`src/rtl/intersection_model.sv`:
```
// Two-street traffic queue model: per-street car counters drained while the street's lamp is green.
// Optional lamp-violation checker is built only when IM_VIOLATION_CHECK_EN is defined.

module im_street #(
    parameter int DEPART_CYC = 2,
    parameter int QMAX       = 15
) (
    input  logic       i_clk,
    input  logic       i_rstn,
    input  logic       i_green,
    input  logic       i_arr,
    output logic [3:0] o_q,
    output logic       o_t,
    output logic       o_drop
);
    localparam logic [3:0] T_LAST = 4'(DEPART_CYC - 1);
    localparam logic [3:0] Q_MAX  = 4'(QMAX);

    typedef enum logic [1:0] {ST_EMPTY, ST_WAIT, ST_FLOW} st_t;

    st_t        st;
    logic [3:0] tmr, tmr_nxt, q_nxt;
    logic       dep;

    always_comb begin
        dep     = i_green && (o_q != 4'd0) && (tmr == T_LAST);
        q_nxt   = o_q;
        tmr_nxt = 4'd0;
        o_drop  = 1'b0;
        // Timer only runs while cars are present under a green lamp; yellow clears it.
        if (i_green && o_q != 4'd0)
            tmr_nxt = dep ? 4'd0 : tmr + 4'd1;
        case ({i_arr, dep})
            2'b10: begin
                if (o_q == Q_MAX) o_drop = 1'b1;
                else              q_nxt  = o_q + 4'd1;
            end
            2'b01:   q_nxt = o_q - 4'd1;
            default: q_nxt = o_q;
        endcase
        if (q_nxt == 4'd0) tmr_nxt = 4'd0;
    end

    always_ff @(posedge i_clk) begin
        if (!i_rstn) begin
            st  <= ST_EMPTY;
            o_q <= 4'd0;
            tmr <= 4'd0;
        end else begin
            o_q <= q_nxt;
            tmr <= tmr_nxt;
            if (q_nxt == 4'd0) st <= ST_EMPTY;
            else if (i_green)  st <= ST_FLOW;
            else               st <= ST_WAIT;
        end
    end

    // State is EMPTY exactly when the registered count is zero.
    assign o_t = (st != ST_EMPTY);
endmodule


```
`config.mk`:
```
export PLATFORM = sky130hd
export DESIGN_NAME = im_street
export DESIGN_NICKNAME = d
export VERILOG_FILES = /design/src/rtl/intersection_model.sv
export SDC_FILE = /design/constraint.sdc
export NUM_CORES = 1
export LEC_CHECK = 0
export BUFFER_PORTS_ARGS = -buffer_cell sky130_fd_sc_hd__buf_2
export CAP_MARGIN = 20
export CORE_MARGIN = 3
export CORE_UTILIZATION = 45
export CTS_BUF_LIST = sky130_fd_sc_hd__clkbuf_2
export CTS_CLUSTER_DIAMETER = 40
export CTS_CLUSTER_SIZE = 14
export DETAILED_ROUTE_END_ITERATION = 10
export GPL_TIMING_DRIVEN = 1
export PLACE_DENSITY = 0.65
export SYNTH_ARGS = -nofsm -noshare
export SYNTH_HDL_FRONTEND = slang
export SYNTH_SLANG_ARGS = --single-unit
```
`constraint.sdc`:
```
create_clock -name i_clk -period 4.75 [get_ports i_clk]
set_input_delay 0.475 -clock i_clk [delete_from_list [all_inputs] [get_ports i_clk]]
set_output_delay 0.475 -clock i_clk [all_outputs]
set_load 0.02 [all_outputs]
```
-- Word-level counts from Yosys, hierarchy flattened
Index checks and enable logic that the tools add are counted.
- word-level logic and storage cells: 24
- bits of input ports: 4
- output and inout port bits: 6
- flip-flop bits (word level): 10
- reductions and logical operators: 7
- multiplexer cells: 5
- eq/ne operators: 4
- add/sub/neg operators: 3
- bitwise gates (word level): 2
- operator list (cell ; number):
    adder 4 x 1 -> 4 bit, second input constant ; 2
    one-hot mux 4 bit (2 select lines) ; 1
    equality test 4 x 1 -> 1 bit, second input constant ; 1
    equality test 4 bit, second input constant ; 1
    zero test 4 bit ; 1
    two-way mux 4 bit ; 1
    nonzero test 4 bit ; 1
    OR reduction 4 bit ; 1
    subtractor 4 x 1 -> 4 bit, second input constant ; 1
    equality test 2 x 1 -> 1 bit, second input constant ; 1
    equality test 2 bit, second input constant ; 1
    logical AND 1 bit ; 2
    two-way mux 1 bit ; 2
    two-way mux 2 bit ; 1
    inverter 1 bit ; 2
    nonzero test 2 bit ; 1
    OR reduction 2 bit ; 1

-- Depth between registers and ports, before layout
Gate-level depths: netlist of the first run.
- depth after elaboration: 7
- mapped depth: 12
- depth with buffers taken out: 12

-- Least setup slack after synthesis of the first run
No wires, ideal clock.
- path type: register to register
- from: reg o_q[0]
- to: reg st[0]
- setup slack: 2.317 ns
- data required time: 4.680 ns
- arrival time: 2.363 ns
- period minus slack after synthesis: 2.433 ns
- path buffers: 0
- setup time: 0.070 ns
- cell stages (with the launch flop): 13
- path through: dfxtp_1 > inv_1 > ha_1 > nand2b_1 > o21a_1 > nand2_1 > inv_1 > ha_1 > nand2b_1 > or3b_1 > o2111ai_2 > o31ai_4 > a21oi_1
- longest elaborated chain between the ends: 7
- elaborated cells on any way between the ends: 12
- ends and longest elaborated chain (item ; line ; text):
    from (decl) ; 12 ; output logic [3:0] o_q,
    from (signal assigned) ; 50 ; o_q <= q_nxt;
    branches (longest 4 deep; another with adder 4 x 1 -> 4 bit) ; -- ;
    one-hot mux 4 bit (2 select lines) * ; 33 ; case ({i_arr, dep})
    zero test 4 bit * ; 52 ; if (q_nxt == 4'd0) st <= ST_EMPTY;
    OR reduction 2 bit (no source line) * ; -- ;
    to (signal assigned) ; 52 ;
    to (signal assigned) ; 53 ; else if (i_green) st <= ST_FLOW;
    to (signal assigned) ; 54 ; else st <= ST_WAIT;
    to (decl) ; 21 ; st_t st;
Every way passes the cells marked *.
A chain may end at the register's enable or synchronous reset.

-- Final worst setup path of the first run
Ends and elaborated chain as after synthesis.

==> results.py, run 1 <==
metrics = {
    "floorplan": {
        "row_count": 13,
        "ioPinCount": 10,
        "die_y_um": 44.4,
        "start_util_pct": 49.6,
        "die-area_um2": 1970,
        "fp.coreArea_um2": 1330,
        "die_w_um": 44.4,
    },
    "final_layout": {
        "nNetsFinal": 98,
        "fillers": 143,
        "post_route_cells_drive_above_1_share_pct": 20.7,
        "synthToLayoutAreaGrowth_pct": 9.07,
        "antenna_cells": 0,
    },
    "timing": {
        "slew-limit-headroom_pct": 76.6,
        "period_needed_ns": 2.61,
        "hold_viol_final": 0,
        "maxSlewViolCount": 0,
        "tns_ns": 0,
        "rsz0062_at_grt": "no",
        "worst_pin_slew_ns": 0.350,
        "max_freq_mhz": 383,
        "finClkSkew_ns": 0.00798,
        "setup_ws_ns": 2.14,
        "fin_crit_sh_pct": 55.0,
        "setup_viol": 0,
    },
    "place": {
        "io_buffer_count": 9,
        "gp_congestion": 0.756,
        "dp_hpwl_um": 904,
        "dp_worst_setup_slack_ns": 2.11,
    },
    "worst_setup_path": {
        "required_ns": 4.93,
        "cp_max_fo": 8,
        "endpoint_kind": "flop",
        "criticalPathCategory": "reg2reg",
        "worst_setup_path_start_kind": "flop",
        "worstPathArrival_ns": 2.80,
        "regToRegSetupSlack_ns": 2.14,
    },
    "power_and_ir_drop": {
        "pwr-share-seq_pct": 58.0,
        "netSwitchingFraction_pct": 26.3,
        "ir_drop_mv": 0.104,
        "switching_power_mw": 0.0395,
        "power_mw": 0.150,
        "p_leak_nw": 0.306,
        "p_int_mw": 0.111,
        "combPwrFrac_pct": 11.3,
        "cellPowerDensity_nw_per_um2": 208,
        "power.share.clock_pct": 30.7,
    },
    "yosys": {
        "synthXorXnorAreaFrac_pct": 1.32,
        "syn_nets": 86,
        "ys_top_cells_by_area": "dfxtp_1 30%, ha_1 11%, a21oi_1 5.3%, nand2_1 5.1%, o211ai_1 4.5%",
        "yosys.area.top_type": "dfxtp_1",
        "synthSimpleGateAreaFrac_pct": 25.1,
        "synth_compound_area_share_pct": 22.9,
        "synthCells": 76,
        "synthMuxAreaShare_pct": 1.70,
        "syn_avg_cell_area_um2": 8.71,
        "yosysSeqAreaShare_pct": 30.2,
        "synth.distinct_cells": 29,
        "synth_area_um2": 662,
        "yosys_warnings": 0,
        "synth_top_area_share_pct": 30.2,
        "post_synth_fa_ha_maj_area_fraction_pct": 11.3,
        "synth_top_family_by_area": "simple AND/OR/NAND/NOR gates",
        "synth-seq-cells": 10,
    },
    "clock_tree": {
        "cts_buffer_depth": 2,
        "cts_num_sinks": 10,
        "numCtsBuffers": 3,
        "clk_latency_ns": 0.25,
        "cts_tree": "done",
        "h-tree-depth": 1,
        "cts_root_buffer": "clkbuf_2",
        "clk_pin_slew_worst_paths_ns": 0.10,
        "cts_resized": 0,
        "cts_hold_buffers": 0,
        "post_cts_buffers": 0,
    },
    "detailed_routing": {
        "post-route-drc-count": 0,
        "avgRoutedWirePerCell_um": 11.5,
        "drt_first_iter_violations": 6,
        "routed_wirelength_um": 1180,
        "drtAntennaViolNets": 0,
        "num_vias": 535,
        "first_pass_iters": 4,
        "viasPerCell": 5.25,
    },
    "outcome": {
        "status": "complete, no violations",
    },
    "flow_run": {
        "drv_cap": 0,
    },
    "global_routing": {
        "grt_max_degree": 12,
        "grt_pass1_vias": 461,
        "grt_usage_pct": 14.4,
        "antenna_found_initial": 0,
        "grt_pass1_wl_um": 2040,
        "gr-total-overflow": 0,
    },
    "hold_path": {
        "hold_class": "in2reg",
    },
}
[worst max-delay path: stages, from the launching register on]
cell and delay, ns:
dfxtp_1 0.49, inv_1 0.08, ha_1 0.22, nand2b_1 0.09
o21a_1 0.21, nand2_1 0.11, inv_1 0.07, ha_1 0.29
nand2b_1 0.21, or3b_1 0.37, o2111ai_2 0.13, o31ai_4 0.11
a21oi_1 0.18
[cell usage in the layout (no fill, tap or decap), types with 2 or more instances in the layout]
cell type | netlist | layout
o211ai_1 | 4 | 4
nor2b_1 | 2 | 2
nand3_1 | 3 | 3
a21oi_1 | 7 | 7
and2_1 | 3 | 3
dfxtp_1 | 10 | 10
nand2b_1 | 3 | 3
nand2_1 | 9 | 9
clkbuf_2 | 0 | 3
o21ai_1 | 2 | 2
inv_1 | 7 | 7
buf_2 | 0 | 9
nor2_1 | 2 | 2
ha_1 | 6 | 6
[stage by stage]
step	std cells	util (%)	hold slack (ns)	area, um2
final	102	54.1	0.400	722
after global routing	102	54.1	0.380	722
after CTS	102	54.1	0.387	722
after detailed placement	98	52.7	0.579	703
after global placement	98	52.7	0.573	703
after floorplan	76	-	0.535	662
[routing by layer]
layer | global-route usage [%] | wire (um) | up-vias
met4 | 3.61 | 0 | 0
met3 | 7.32 | 61 | 0
met1 | 20.1 | 576 | 239
met5 | 0 | 0 | -
met2 | 19.5 | 540 | 8
li1 | - | - | 288
[final timing paths]
check                              from     end  depth (start not counted)
worst max register to register   o_q[0]   st[0]                         12
worst min-delay path            i_green   st[0]                          2
worst min register to register   tmr[3]  tmr[3]                          3
worst max-delay path             o_q[0]   st[0]                         12
[flip-flops by register name, summed over array words and instances (netlist names)]
name,flops
o_q,4
tmr,4
st,2
[power groups by stage]
stage | clock, mW | combinational, mW | sequential, mW
final | 0.0460 | 0.0170 | 0.0872
after floorplan | 0 | 0.0109 | 0.0895
after detailed placement | 0 | 0.0172 | 0.0892
after global routing | 0.0533 | 0.0192 | 0.0875
after CTS | 0.0486 | 0.0172 | 0.0872
after global placement | 0 | 0.0169 | 0.0891
[Yosys cell counts]
cell / count
nor3_2: 1
o211ai_1: 4
a31o_1: 1
nand2b_1: 3
nor3b_1: 1
o31ai_4: 1
and4_4: 1
or3b_1: 1
and4_1: 1
nand3b_1: 1
a32oi_1: 1
xnor2_1: 1
o21ai_1: 2
o21a_1: 1
nand3_1: 3
or2_2: 1
mux2_2: 1
buf_6: 2
o2111ai_2: 1
nor2b_1: 2
nor2_1: 2
inv_1: 7
o31ai_1: 1
a21boi_1: 1
ha_1: 6
and2_1: 3
nand2_1: 9
dfxtp_1: 10
a21oi_1: 7
[cell type report]
type	instances	area, um2	area share [%]
sequential	10	200	27.7
inverter	7	26.3	3.64
timing repair buffer	9	45.0	6.24
tap	15	18.8	2.60
clock buffer	3	15.0	2.08
multi-input combinational	57	413	57.2
clock inverter	1	3.75	0.520
[logic make-up (layout without fill, tap and decap cells)]
family                     after synthesis  count (layout)
xor gates and xnor gates                 1               1
and+or+nand+nor                         29              29
adders and majority gates                6               6
DFF                                     10              10
AOI/OAI and AO/OA                       20              20
muxes                                    1               1
buffers and inverters                    9              20
(Power assumes the default switching activity.)
==> inputs of run 2 (changes only) <==
==> constraint.sdc (replaced) <==
create_clock -name i_clk -period 2.64 [get_ports i_clk]
set_input_delay 0.264 -clock i_clk [delete_from_list [all_inputs] [get_ports i_clk]]
set_output_delay 0.264 -clock i_clk [all_outputs]
set_load 0.02 [all_outputs]
==> results.py, run 2 (same netlist as run 1, synthesis figures left out) <==
metrics = {
    "outcome": {
        "status": "complete, no violations",
    },
    "timing": {
        "maxSlewViolCount": 0,
        "tns_ns": 0,
        "worst_pin_slew_ns": 0.346,
        "period_needed_ns": 2.39,
        "slew-limit-headroom_pct": 76.9,
        "setup_viol": 0,
        "hold_viol_final": 0,
        "max_freq_mhz": 418,
        "finClkSkew_ns": 0.00958,
        "fin_crit_sh_pct": 90.6,
        "rsz0062_at_grt": "no",
    },
    "clock_tree": {
        "clk_pin_slew_worst_paths_ns": 0.10,
        "cts_num_sinks": 10,
        "cts_buffer_depth": 2,
        "h-tree-depth": 1,
        "numCtsBuffers": 3,
        "clk_latency_ns": 0.25,
        "cts_hold_buffers": 0,
        "cts_tree": "done",
        "cts_root_buffer": "clkbuf_2",
    },
    "final_layout": {
        "fillers": 129,
        "nNetsFinal": 102,
        "post_route_cells_drive_above_1_share_pct": 26.4,
        "antenna_cells": 0,
        "final_util_pct": 57.7,
        "mostFrequentLayoutCell": "dfxtp_1",
        "stdcell_count": 106,
        "layout_common_cells": "10 x dfxtp_1, 9 x nand2_1, 9 x buf_2, 7 x inv_1, 7 x a21oi_1",
        "largestRegisters": "o_q: 4 flops, tmr: 4 flops, st: 2 flops",
        "synthToLayoutAreaGrowth_pct": 16.3,
    },
    "worst_setup_path": {
        "critPathSlowestCell": "o31ai_4",
        "setup.worst_path.start": "o_q[0]",
        "required_ns": 2.77,
        "worstPathArrival_ns": 2.52,
        "slowest_delay_ns": 0.39,
        "endpoint": "st[1]",
        "worst_r2r_path_depth": 12,
        "criticalPathCategory": "reg2reg",
        "path_cells": "inv_1 > ha_1 > nand2b_1 > o21a_1 > nand2_1 > inv_1 > ha_4 > nand2b_1 > or3b_1 > o2111ai_2 > o31ai_4 > a21boi_1",
        "r2r-start": "o_q[0]",
        "cp_max_fo": 6,
        "worst_setup_path_start_kind": "flop",
        "endpoint_kind": "flop",
        "r2r-end": "st[1]",
        "regToRegSetupSlack_ns": 0.25,
    },
    "detailed_routing": {
        "first_pass_iters": 4,
        "drt_first_iter_violations": 9,
        "drtAntennaViolNets": 0,
        "viasPerCell": 5.41,
        "post-route-drc-count": 0,
        "avgRoutedWirePerCell_um": 11.6,
        "num_vias": 573,
        "routed_wirelength_um": 1230,
    },
    "floorplan": {
        "die_y_um": 44.4,
        "die_w_um": 44.4,
        "fp.coreArea_um2": 1330,
        "row_count": 13,
        "start_util_pct": 49.6,
        "die-area_um2": 1970,
        "ioPinCount": 10,
    },
    "global_routing": {
        "grt_pass1_wl_um": 2170,
        "antenna_found_initial": 0,
        "grt_max_degree": 12,
        "grt_pass1_vias": 530,
        "grt_usage_pct": 14.8,
        "gr-total-overflow": 0,
    },
    "place": {
        "placed_cells": 102,
        "dp_hpwl_um": 945,
        "gp_congestion": 0.740,
        "io_buffer_count": 9,
    },
    "hold_path": {
        "hold-path-cell-count": 2,
        "hold_class": "in2reg",
    },
    "power_and_ir_drop": {
        "p_leak_nw": 0.331,
        "power_mw": 0.274,
        "ir_drop_mv": 0.285,
        "cellPowerDensity_nw_per_um2": 356,
    },
    "flow_run": {
        "drv_cap": 0,
    },
}
## run 2: cell count changes in the layout (fill, tap and decap cells not counted), sizes merged
cell | previous run | this run
buf | 9 | 13
## run 2: routing by layer
| layer | global-route usage [%] | share of wire [%] | up-vias |
|---|---|---|---|
| li1 | - | - | 299 |
| met1 | 18.0 | 48 | 262 |
| met2 | 24.4 | 45 | 10 |
| met3 | 7.32 | 5.8 | 2 |
| met4 | 1.81 | 0.57 | 0 |
| met5 | 0 | 0 | - |
## run 2: final cells by class
cell class,instances,area (um2),area share (%)
Clock buffer,3,15.0,1.95
Clock inverter,1,3.75,0.488
Inverter,7,26.3,3.41
Multi-Input combinational cell,57,430,55.9
Sequential cell,10,200,26.0
Tap cell,15,18.8,2.44
Timing Repair Buffer,13,75.1,9.76
## run 2: repair_timing
item | 4_1_cts | 5_1_grt
setup endpoints to repair | 0 | 4
gates resized for setup | 0 | 2
buffers inserted | 0 | 0
## run 2: worst max-delay path: cells and delay by family, from the launching register on
kind            cells  cell delay [ns]
flops               1             0.32
simple gates        4             0.46
buf+inv             2             0.13
compound gates      4             0.90
fa+ha+maj           2             0.46
## run 2: power by group
part	total [mW]	internal, mW	switching, mW	leakage, nW
clock network	0.0823	0.0329	0.0494	0.0140
logic	0.0368	0.0157	0.0211	0.236
registers	0.155	0.154	0.000973	0.0809
total	0.274	0.202	0.0715	0.331
## run 2: worst min path at each step
stage               startpoint     to  slack [ns]
floorplan              i_green  st[0]        0.33
global placement       i_green  st[0]        0.45
detailed placement     i_green  st[0]        0.45
CTS                    i_green  st[0]        0.18
global route           i_green  st[0]        0.17
finish                 i_green  st[0]        0.19
## run 2: through the flow
step	hold slack, ns	setup slack (ns)	cell area (um2)
after floorplan	0.333	0.207	662
after global placement	0.452	0.195	733
after detailed placement	0.451	0.176	733
after CTS	0.181	0.171	752
after global routing	0.171	0.0577	769
final	0.190	0.248	769
==> inputs of run 3 (changes only) <==
--- a/config.mk
+++ b/config.mk
@@ -14,6 +14,7 @@
 export CTS_CLUSTER_SIZE = 14
 export DETAILED_ROUTE_END_ITERATION = 10
 export GPL_TIMING_DRIVEN = 1
+export MAX_ROUTING_LAYER = met4
 export PLACE_DENSITY = 0.65
 export SYNTH_ARGS = -nofsm -noshare
 export SYNTH_HDL_FRONTEND = slang
==> results.py, run 3 (same netlist as run 1, synthesis figures left out) <==
metrics = {
    "outcome": {
        "status": "complete, no violations",
    },
    "power_and_ir_drop": {
        "p_int_mw": 0.202,
        "cellPowerDensity_nw_per_um2": 356,
        "pwr-share-seq_pct": 56.5,
        "netSwitchingFraction_pct": 26.1,
        "combPwrFrac_pct": 13.4,
        "p_leak_nw": 0.331,
        "ir_drop_mv": 0.285,
        "switching_power_mw": 0.0715,
        "power.share.clock_pct": 30.1,
    },
    "worst_setup_path": {
        "cp_num_buf_inv": 2,
        "endpoint_kind": "flop",
        "cp_max_fo": 6,
        "cp_top_family": "compound AO/OA/AOI/OAI gates",
        "r2r-end": "st[1]",
        "slowest_delay_ns": 0.39,
        "worstPathArrival_ns": 2.52,
        "r2r-start": "o_q[0]",
        "regToRegSetupSlack_ns": 0.25,
        "criticalPathCategory": "reg2reg",
        "required_ns": 2.77,
        "worst_setup_path_start_kind": "flop",
        "path_cells": "inv_1 > ha_1 > nand2b_1 > o21a_1 > nand2_1 > inv_1 > ha_4 > nand2b_1 > or3b_1 > o2111ai_2 > o31ai_4 > a21boi_1",
        "worst_r2r_path_depth": 12,
        "critPathSlowestCell": "o31ai_4",
    },
    "timing": {
        "finClkSkew_ns": 0.00958,
        "period_needed_ns": 2.39,
        "maxSlewViolCount": 0,
        "rsz0062_at_grt": "no",
        "hold_viol_final": 0,
        "max_freq_mhz": 418,
        "tns_ns": 0,
        "worst_pin_slew_ns": 0.347,
        "slew-limit-headroom_pct": 76.8,
        "setup_ws_ns": 0.248,
        "fin_crit_sh_pct": 90.6,
        "setup_viol": 0,
    },
    "floorplan": {
        "row_count": 13,
        "die_w_um": 44.4,
        "die_y_um": 44.4,
        "start_util_pct": 49.6,
        "fp.coreArea_um2": 1330,
        "ioPinCount": 10,
        "die-area_um2": 1970,
    },
    "final_layout": {
        "layout_common_cells": "10 x dfxtp_1, 9 x nand2_1, 9 x buf_2, 7 x inv_1, 7 x a21oi_1",
        "antenna_cells": 0,
        "synthToLayoutAreaGrowth_pct": 16.3,
        "final_util_pct": 57.7,
        "mostFrequentLayoutCell": "dfxtp_1",
        "nNetsFinal": 102,
        "largestRegisters": "o_q: 4 flops, tmr: 4 flops, st: 2 flops",
        "post_route_cells_drive_above_1_share_pct": 26.4,
    },
    "clock_tree": {
        "post_cts_buffers": 0,
        "numCtsBuffers": 3,
        "cts_buffer_depth": 2,
        "clk_latency_ns": 0.25,
        "h-tree-depth": 1,
        "cts_root_buffer": "clkbuf_2",
        "clk_pin_slew_worst_paths_ns": 0.10,
        "cts_num_sinks": 10,
        "cts_resized": 0,
        "cts_hold_buffers": 0,
        "cts_tree": "done",
    },
    "detailed_routing": {
        "first_pass_iters": 4,
        "num_vias": 571,
        "drt_first_iter_violations": 11,
        "avgRoutedWirePerCell_um": 11.7,
        "viasPerCell": 5.39,
        "drtAntennaViolNets": 0,
        "post-route-drc-count": 0,
        "routed_wirelength_um": 1240,
    },
    "place": {
        "io_buffer_count": 9,
        "dp_hpwl_um": 945,
        "dp_worst_setup_slack_ns": 0.176,
        "gp_congestion": 0.749,
    },
    "hold_path": {
        "hold-path-cell-count": 2,
        "worstHoldStart": "i_green",
        "hold_class": "in2reg",
        "min_to": "st[0]",
    },
    "global_routing": {
        "grt_pass1_vias": 531,
        "grt_max_degree": 12,
        "grt_pass1_wl_um": 2170,
        "gr-total-overflow": 0,
        "antenna_found_initial": 0,
        "grt_usage_pct": 15.3,
    },
    "flow_run": {
        "drv_cap": 0,
    },
}
==> run 3: cell counts in the layout (fill, tap and decap cells not counted) <==
No cell type changed its count.
==> run 3: how the worst max path moves through the flow <==
stage                      start  cells after the start      to  slack, ns
after floorplan           o_q[0]                     12   st[0]       0.21
after detailed placement  o_q[0]                     12  tmr[3]       0.18
final                     o_q[0]                     12   st[1]       0.25
after CTS                 o_q[0]                     12  tmr[3]       0.17
after global routing      o_q[0]                     12  tmr[0]       0.06
after global placement    o_q[0]                     12   st[1]       0.19
==> run 3: area by class of cell <==
| class | instances | area, um2 |
|---|---|---|
| inverters | 7 | 26.3 |
| fillers | 129 | 564 |
| clock buffers | 3 | 15.0 |
| flip-flops and latches | 10 | 200 |
| well taps | 15 | 18.8 |
| clock inverters | 1 | 3.75 |
| repair buffers | 13 | 75.1 |
| multi-input cells | 57 | 430 |
==> run 3: layer usage <==
| metal | track usage, % | share of wire (%) | vias up |
|---|---|---|---|
| met4 | 1.81 | 0.57 | 0 |
| met2 | 24.4 | 45 | 10 |
| met5 | - | 0 | - |
| li1 | - | - | 299 |
| met1 | 18.0 | 48 | 260 |
| met3 | 7.32 | 5.8 | 2 |
==> run 3: worst register-to-register path: stages (launching register included) <==
cell       delay (ns)
dfxtp_1          0.32
inv_1            0.06
ha_1             0.17
nand2b_1         0.08
o21a_1           0.23
nand2_1          0.10
inv_1            0.07
ha_4             0.29
nand2b_1         0.15
or3b_1           0.13
o2111ai_2        0.17
o31ai_4          0.39
a21boi_1         0.11
==> run 3: power by group through the flow <==
stage | Sequential (mW) | Combinational (mW) | Clock, mW
4_1_cts | 0.155 | 0.0357 | 0.0871
6_report | 0.155 | 0.0368 | 0.0823
2_1_floorplan | 0.161 | 0.0197 | 0
5_1_grt | 0.155 | 0.0403 | 0.0941
3_5_place_dp | 0.158 | 0.0358 | 0
3_3_place_gp | 0.158 | 0.0355 | 0
==> run 3: per-stage QoR <==
step	instance area [um2]	hold slack, ns	power (mW)	cells
global route	769	0.171	0.289	106
finish	769	0.190	0.274	106
floorplan	662	0.333	0.181	76
detailed placement	733	0.451	0.194	102
global placement	733	0.452	0.194	102
CTS	752	0.181	0.277	106
